$ cat src/rtl/memarb_pkg.sv
// Shared types for mem_arbiter: access modes, FSM states and the latched request.
package memarb_pkg;

  typedef enum logic [1:0] {
    BYTE = 2'd0,
    HALF = 2'd1,
    WORD = 2'd2
  } io_mode_e;

  typedef enum logic [1:0] {
    IDLE,
    ACCESS,
    RESP
  } state_e;

  typedef struct packed {
    logic [31:0] addr;
    logic        we;
    io_mode_e    mode;
    logic [31:0] wdata;
  } req_t;

  // Encoding 3 is accepted on the port and treated as a word access.
  function automatic io_mode_e to_mode(input logic [1:0] m);
    io_mode_e r;
    case (m)
      2'd0:    r = BYTE;
      2'd1:    r = HALF;
      default: r = WORD;
    endcase
    return r;
  endfunction

  function automatic logic is_misaligned(input logic [1:0] lane, input io_mode_e mode);
    logic r;
    case (mode)
      HALF:    r = lane[0];
      WORD:    r = (lane != 2'b00);
      default: r = 1'b0;
    endcase
    return r;
  endfunction

endpackage

$ cat src/rtl/mem_arbiter_lane.sv
// mem_lane_align: combinational byte/halfword lane placement for writes and
// lane extraction for reads; misaligned sub-word addresses resolve aligned-down.
module mem_lane_align
  import memarb_pkg::*;
(
  input  logic [1:0]  lane_i,
  input  logic [1:0]  mode_i,
  input  logic [31:0] wdata_i,
  input  logic [31:0] mem_rdata_i,
  output logic [3:0]  wmask_o,
  output logic [31:0] wdata_o,
  output logic [31:0] rdata_o,
  output logic        misaligned_o
);

  io_mode_e mode;

  always_comb begin
    mode         = io_mode_e'(mode_i);
    misaligned_o = is_misaligned(lane_i, mode);
    wmask_o      = 4'hF;
    wdata_o      = wdata_i;
    rdata_o      = mem_rdata_i;
    case (mode)
      BYTE: begin
        wmask_o = 4'b0001 << lane_i;
        wdata_o = {4{wdata_i[7:0]}};
        rdata_o = {24'h0, 8'(mem_rdata_i >> {lane_i, 3'b000})};
      end
      HALF: begin
        // Only addr[1] selects the half, so an odd address falls to its aligned half.
        wmask_o = lane_i[1] ? 4'b1100 : 4'b0011;
        wdata_o = {2{wdata_i[15:0]}};
        rdata_o = {16'h0, 16'(mem_rdata_i >> {lane_i[1], 4'b0000})};
      end
      default: begin
        wmask_o = 4'hF;
        wdata_o = wdata_i;
        rdata_o = mem_rdata_i;
      end
    endcase
  end

endmodule

$ cat src/rtl/mem_arbiter.sv
// mem_arbiter: round-robin two-port arbiter sequencing single-port RAM accesses.
// Define MEMARB_MISALIGN_TRAP_EN to trap misaligned accesses with err_p instead of aligning down.
module mem_arbiter
  import memarb_pkg::*;
#(
  parameter int unsigned ADDR_W = 13
) (
  input  logic              clk,
  input  logic              reset,
  input  logic              req_valid_0,
  input  logic [31:0]       req_addr_0,
  input  logic              req_we_0,
  input  logic [1:0]        req_mode_0,
  input  logic [31:0]       req_wdata_0,
  output logic              done_0,
  output logic [31:0]       rdata_0,
  output logic              err_0,
  input  logic              req_valid_1,
  input  logic [31:0]       req_addr_1,
  input  logic              req_we_1,
  input  logic [1:0]        req_mode_1,
  input  logic [31:0]       req_wdata_1,
  output logic              done_1,
  output logic [31:0]       rdata_1,
  output logic              err_1,
  output logic              mem_en,
  output logic              mem_we,
  output logic [3:0]        mem_wmask,
  output logic [ADDR_W-1:0] mem_addr,
  output logic [31:0]       mem_wdata,
  input  logic [31:0]       mem_rdata
);

  state_e state_q, state_d;
  req_t   req_q, req_d;
  logic   grant_q, grant_d;
  logic   last_grant_q, last_grant_d;
  logic   err_q, err_d;

  req_t   cand;
  logic   cand_grant;
  req_t   align_req;
  logic [3:0]  lane_wmask;
  logic [31:0] lane_wdata;
  logic [31:0] lane_rdata;
  logic        lane_misaligned;
  logic [31:0] resp_rdata;

  always_comb begin
    if (req_valid_0 && req_valid_1) cand_grant = ~last_grant_q;
    else                            cand_grant = req_valid_1;
    if (cand_grant)
      cand = '{addr: req_addr_1, we: req_we_1, mode: to_mode(req_mode_1), wdata: req_wdata_1};
    else
      cand = '{addr: req_addr_0, we: req_we_0, mode: to_mode(req_mode_0), wdata: req_wdata_0};
  end

  // In IDLE the aligner classifies the incoming winner; afterwards it serves the latched request.
  assign align_req = (state_q == IDLE) ? cand : req_q;

  mem_lane_align u_lane (
    .lane_i       (align_req.addr[1:0]),
    .mode_i       (align_req.mode),
    .wdata_i      (align_req.wdata),
    .mem_rdata_i  (mem_rdata),
    .wmask_o      (lane_wmask),
    .wdata_o      (lane_wdata),
    .rdata_o      (lane_rdata),
    .misaligned_o (lane_misaligned)
  );

  always_ff @(posedge clk) begin
    if (reset) begin
      state_q      <= IDLE;
      req_q        <= '0;
      grant_q      <= 1'b0;
      last_grant_q <= 1'b1;
      err_q        <= 1'b0;
    end else begin
      state_q      <= state_d;
      req_q        <= req_d;
      grant_q      <= grant_d;
      last_grant_q <= last_grant_d;
      err_q        <= err_d;
    end
  end

  always_comb begin
    state_d      = state_q;
    req_d        = req_q;
    grant_d      = grant_q;
    last_grant_d = last_grant_q;
    err_d        = err_q;
    case (state_q)
      IDLE: begin
        if (req_valid_0 || req_valid_1) begin
          req_d        = cand;
          grant_d      = cand_grant;
          last_grant_d = cand_grant;
          err_d        = 1'b0;
          state_d      = ACCESS;
`ifdef MEMARB_MISALIGN_TRAP_EN
          if (lane_misaligned) begin
            err_d   = 1'b1;
            state_d = RESP;
          end
`endif
        end
      end
      ACCESS:  state_d = RESP;
      RESP:    state_d = IDLE;
      default: state_d = IDLE;
    endcase
  end

  always_comb begin
    mem_en     = (state_q == ACCESS);
    mem_we     = mem_en && req_q.we;
    mem_wmask  = mem_we ? lane_wmask : '0;
    mem_addr   = req_q.addr[ADDR_W+1:2];
    mem_wdata  = lane_wdata;
    done_0     = (state_q == RESP) && !grant_q;
    done_1     = (state_q == RESP) &&  grant_q;
    resp_rdata = err_q ? '0 : lane_rdata;
    rdata_0    = done_0 ? resp_rdata : '0;
    rdata_1    = done_1 ? resp_rdata : '0;
`ifdef MEMARB_MISALIGN_TRAP_EN
    err_0      = done_0 && err_q;
    err_1      = done_1 && err_q;
`else
    err_0      = 1'b0;
    err_1      = 1'b0;
`endif
  end

endmodule
$ cat config.mk
export PLATFORM = sky130hd
export DESIGN_NAME = mem_arbiter
export DESIGN_NICKNAME = d
export VERILOG_FILES = /design/src/rtl/memarb_pkg.sv /design/src/rtl/mem_arbiter_lane.sv /design/src/rtl/mem_arbiter.sv
export SDC_FILE = /design/constraint.sdc
export NUM_CORES = 1
export LEC_CHECK = 0
export ABC_AREA = 1
export BUFFER_PORTS_ARGS = -buffer_cell sky130_fd_sc_hd__buf_2
export CAP_MARGIN = 15
export CORE_MARGIN = 3
export CORE_UTILIZATION = 39
export DETAILED_ROUTE_END_ITERATION = 8
export PLACE_DENSITY_LB_ADDON = 0.05
export SYNTH_ARGS = -nofsm -noshare
export SYNTH_HDL_FRONTEND = slang
export SYNTH_SLANG_ARGS = --single-unit
$ cat constraint.sdc
create_clock -name clk -period 1.65 [get_ports clk]
set_clock_uncertainty 0.1 [all_clocks]
set_input_delay 0.165 -clock clk [delete_from_list [all_inputs] [get_ports clk]]
set_output_delay 0.165 -clock clk [all_outputs]
set_load 0.02 [all_outputs]
==> flow_summary.rst <==
.. list-table::
   :header-rows: 1

   * - Metric
     - Value
   * - Clock transition at the register clock pins on the worst setup and hold paths after CTS
     - about 0.080 ns
   * - Number of cells in the design after placement
     - ~1200
   * - Largest stage delay, worst path
     - 0.34 ns
   * - Synthesized instance count
     - around 800
   * - GRT overflow
     - 0
   * - Fin area
     - 9344 um^2
   * - Fin crit share
     - 141.8%
   * - Share of cells above drive strength 1
     - slightly below 60%
   * - Total count of hold-check failures in the final report
     - 0
   * - Overall global routing resource usage
     - between 30% and 40%
   * - Pin count of the biggest net entering global routing
     - 47
   * - Status
     - finished, violations left
   * - Total negative setup slack
     - -54.70 ns
   * - Die boundary height
     - ~110 um
   * - Top cells by area in the synthesized netlist
     - dfxtp_1, nand2_1, o21ai_0
   * - Clock buffer count from CTS
     - 5
   * - Power after layout
     - a little over 7 mW
   * - Arrival time at the worst endpoint
     - ~2.1 ns
   * - Internal power
     - between 3 and 4 mW
   * - Time the worst path needs with I/O delays and setup
     - approximately 2.3 ns
   * - Switching portion of total power
     - between 40% and 50%
   * - Number of remaining DRC errors
     - 0
   * - Portion of total power attributed to sequential cells
     - between 20 and 25%
   * - Sort of element at the end of the critical path
     - output port
   * - Post-synthesis instance area
     - approximately 4400 um^2
   * - CTS Hold Bufs
     - 0
   * - Setup violators final
     - about 100
   * - Global-route wire length before repair
     - approximately 33000 um
   * - Final cell utilization of the core
     - between 80% and 90%
   * - Yosys cell types
     - 31
   * - # nets final
     - 1284
   * - Top cell type by total area after synthesis
     - dfxtp_1
   * - Part of the total power dissipated in combinational logic
     - a little over three fifths
   * - Clock buffer depth
     - 2
   * - Placement Setup Slack
     - -0.3467 ns
   * - IO Port Bufs
     - ~250
   * - Overall die area
     - approximately 13000 um^2
   * - Detailed-route wire length per cell
     - around 19 um
   * - Failing checks
     - setup timing
   * - Total number of placement rows
     - 38
   * - Starting utilization of the core area
     - about two fifths
   * - RSZ-0062 raised after global routing
     - yes
   * - # diodes
     - 0
   * - Number of pins exceeding their max-slew limit in the final report
     - 0
   * - H-tree levels
     - 2
   * - Static leakage power
     - ~4.6 nW
   * - Number of top-level pins
     - slightly below 300
   * - Category of the worst setup path launch point
     - flip-flop
   * - Clock tree root driver cell
     - clkbuf_16
   * - Number of enable flip-flop cells after synthesis
     - 0
   * - Crit-path max FO
     - 10
   * - Detail-routed via count per cell
     - about 5.6
   * - Max-cap violations
     - 0
   * - Clock group share of total power
     - between 10% and 20%
   * - Fraction of synthesized cell area taken by the top area cell type
     - approximately 25%
   * - Fillers
     - between 600 and 700
   * - Vias in the first global route
     - between 6000 and 7000
   * - Sequential-to-total area share from yosys stat
     - 24.60%
   * - Sw Pwr
     - 3.112 mW
   * - CTS Sinks
     - 54
   * - TritonCTS clock tree
     - done
   * - Remaining antenna violation count after routing
     - 0
   * - Core outline area
     - between 10000 and 15000 um^2
   * - Clock insertion delay at the later pin of the skew report
     - between 0.2 and 0.3 ns
   * - Hold Slack
     - between 0.015 and 0.02 ns
   * - Most common cell on crit path
     - buf_12
   * - Path class of the lowest-slack min-delay path
     - input pin to flip-flop
   * - Synthesized area divided by synthesized cell count
     - 5.655 um^2
   * - X dimension of the die
     - ~110 um
   * - Initial antenna violation count
     - 0
   * - Seq cells post-synth
     - 54
   * - Synth-to-Final Area Change
     - 112.6%
   * - Total power density per cell area
     - ~760 nW/um^2
   * - Post-Layout Cell Count
     - about 1300
   * - IR Drop Worst-Case VDD
     - between 500 and 600 uV
   * - Total vias in the final route
     - between 7000 and 8000
   * - Critical path type
     - flip-flop to output port
   * - Area after DPL
     - a little under 7000 um^2
   * - Maximum achievable frequency
     - around 0.43 GHz
   * - HPWL after DPL
     - around 13000 um
   * - Setup slack after layout
     - -0.6902 ns
   * - Cells along the critical path
     - nor2_4 > buf_12 > inv_6 > nand2_4 > nand2_8 > buf_12 > nor2_4 > buf_12 > nand3_2 > a21oi_2 > buf_4
   * - Ys Warns
     - 0
   * - Initial DRT Pass Iterations
     - 5
   * - Highest-delay cell along the critical path
     - dfxtp_2
   * - Share of synthesized registers carrying an async set or reset
     - 0%
   * - Most used DFF post-synth
     - dfxtp_1
   * - Total wirelength of the detailed-routed design
     - 24440 um
   * - Crit path required time
     - roughly 1.4 ns
   * - Routability cong.
     - just under 1
   * - Initial detailed-routing violation count
     - 657
[per-layer routing]
| metal | part of all wire (%) | vias up | GRT usage [%] | wire (um) |
|---|---|---|---|---|
| met5 | 0 | - | 0 | 0 |
| li1 | - | 3165 | - | - |
| met2 | 51 | 476 | 58.64 | 12440 |
| met1 | 35 | 3262 | 38.22 | 8660 |
| met3 | 7.6 | 126 | 4.313 | 1866 |
| met4 | 6.0 | 0 | 12.98 | 1477 |
[synthesized netlist by cell type, types with 2 or more instances]
cell type / count
nor2_4: 2
nand3_1: 52
nand2_1: 288
nand2_2: 3
o31ai_1: 11
o21ai_1: 2
buf_1: 3
clkbuf_1: 18
nand2_4: 3
a21oi_2: 8
a31oi_1: 30
o21ai_0: 53
nor2_1: 59
nor3_1: 35
buf_6: 2
inv_1: 69
buf_4: 19
o211ai_1: 8
a21oi_1: 21
dfxtp_1: 54
buf_2: 23
inv_2: 5
[state kept, by name, indices dropped and copies added, names as in the netlist]
signal / flops
last_grant_q: 1
mem_addr: 13
state_q: 2
req_q: 37
grant_q: 1
[critical path: cells and delay by family (launching register included)]
kind	cells	cell delay, ns
DFF	1	0.34
buffers and inverters	5	0.66
AOI/OAI and AO/OA	1	0.19
and+or+nand+nor	5	0.57
[power by group through the flow]
stage / sequential, mW / combinational, mW / clock, mW
CTS: 1.51 / 3.97 / 1.12
finish: 1.53 / 4.44 / 1.12
global route: 1.54 / 4.67 / 1.17
floorplan: 1.53 / 1.96 / 0
global placement: 1.54 / 2.89 / 0
detailed placement: 1.54 / 2.90 / 0
[path summary, 6_finish.rpt]
path	startpoint	end	slack, ns	depth (start not counted)
setup / recovery	state_q[1]$_SDFFE_PP0P_	rdata_0[5]	-0.69	11
hold reg to reg	req_q[10]$_SDFFE_PP0P_	req_q[10]$_SDFFE_PP0P_	0.38	2
setup reg to reg	state_q[1]$_SDFFE_PP0P_	req_q[22]$_SDFFE_PP0P_	-0.03	7
hold / removal	req_addr_0[3]	mem_addr[1]$_SDFFE_PP0P_	0.02	3
[layout by cell type (no fill, tap or decap), drive strengths merged]
cell type,instances
a21oi,30
a31oi,30
buf,387
bufbuf,3
clkbuf,9
clkinv,2
conb,2
dfxtp,54
inv,75
mux2i,1
nand2,294
nand3,55
nor2,62
nor3,35
o211ai,8
o21ai,55
o31ai,11
or2,2
[what timing repair did]
| item | in CTS | in global routing |
|---|---|---|
| cloned | 8 | 2 |
| pin swaps | 53 | 47 |
| gates resized for setup | 339 | 126 |
| setup endpoints to repair | 101 | 150 |
| setup buffers | 42 | 23 |
[cell type report]
class,count,area (um^2),area share (%)
clock buffers,7,142.6,1.527
repair inverters,1,11.26,0.1205
inverters,75,329.1,3.522
well taps,140,175.2,1.875
repair buffers,392,3461,37.04
clock inverters,1,8.758,0.09373
flip-flops and latches,54,1087,11.64
multi-input cells,585,4129,44.19
[cell families (layout without fill, tap and decap cells)]
group           Yosys count  in the layout  synth area share, %
mux                       1              1               0.2278
compound gates          134            134                18.14
buf+inv                 140            476                14.64
flops                    54             54                24.60
simple gates            447            448                42.31
other cells               1              2              0.08534
Power figures use the tool's default switching activity.
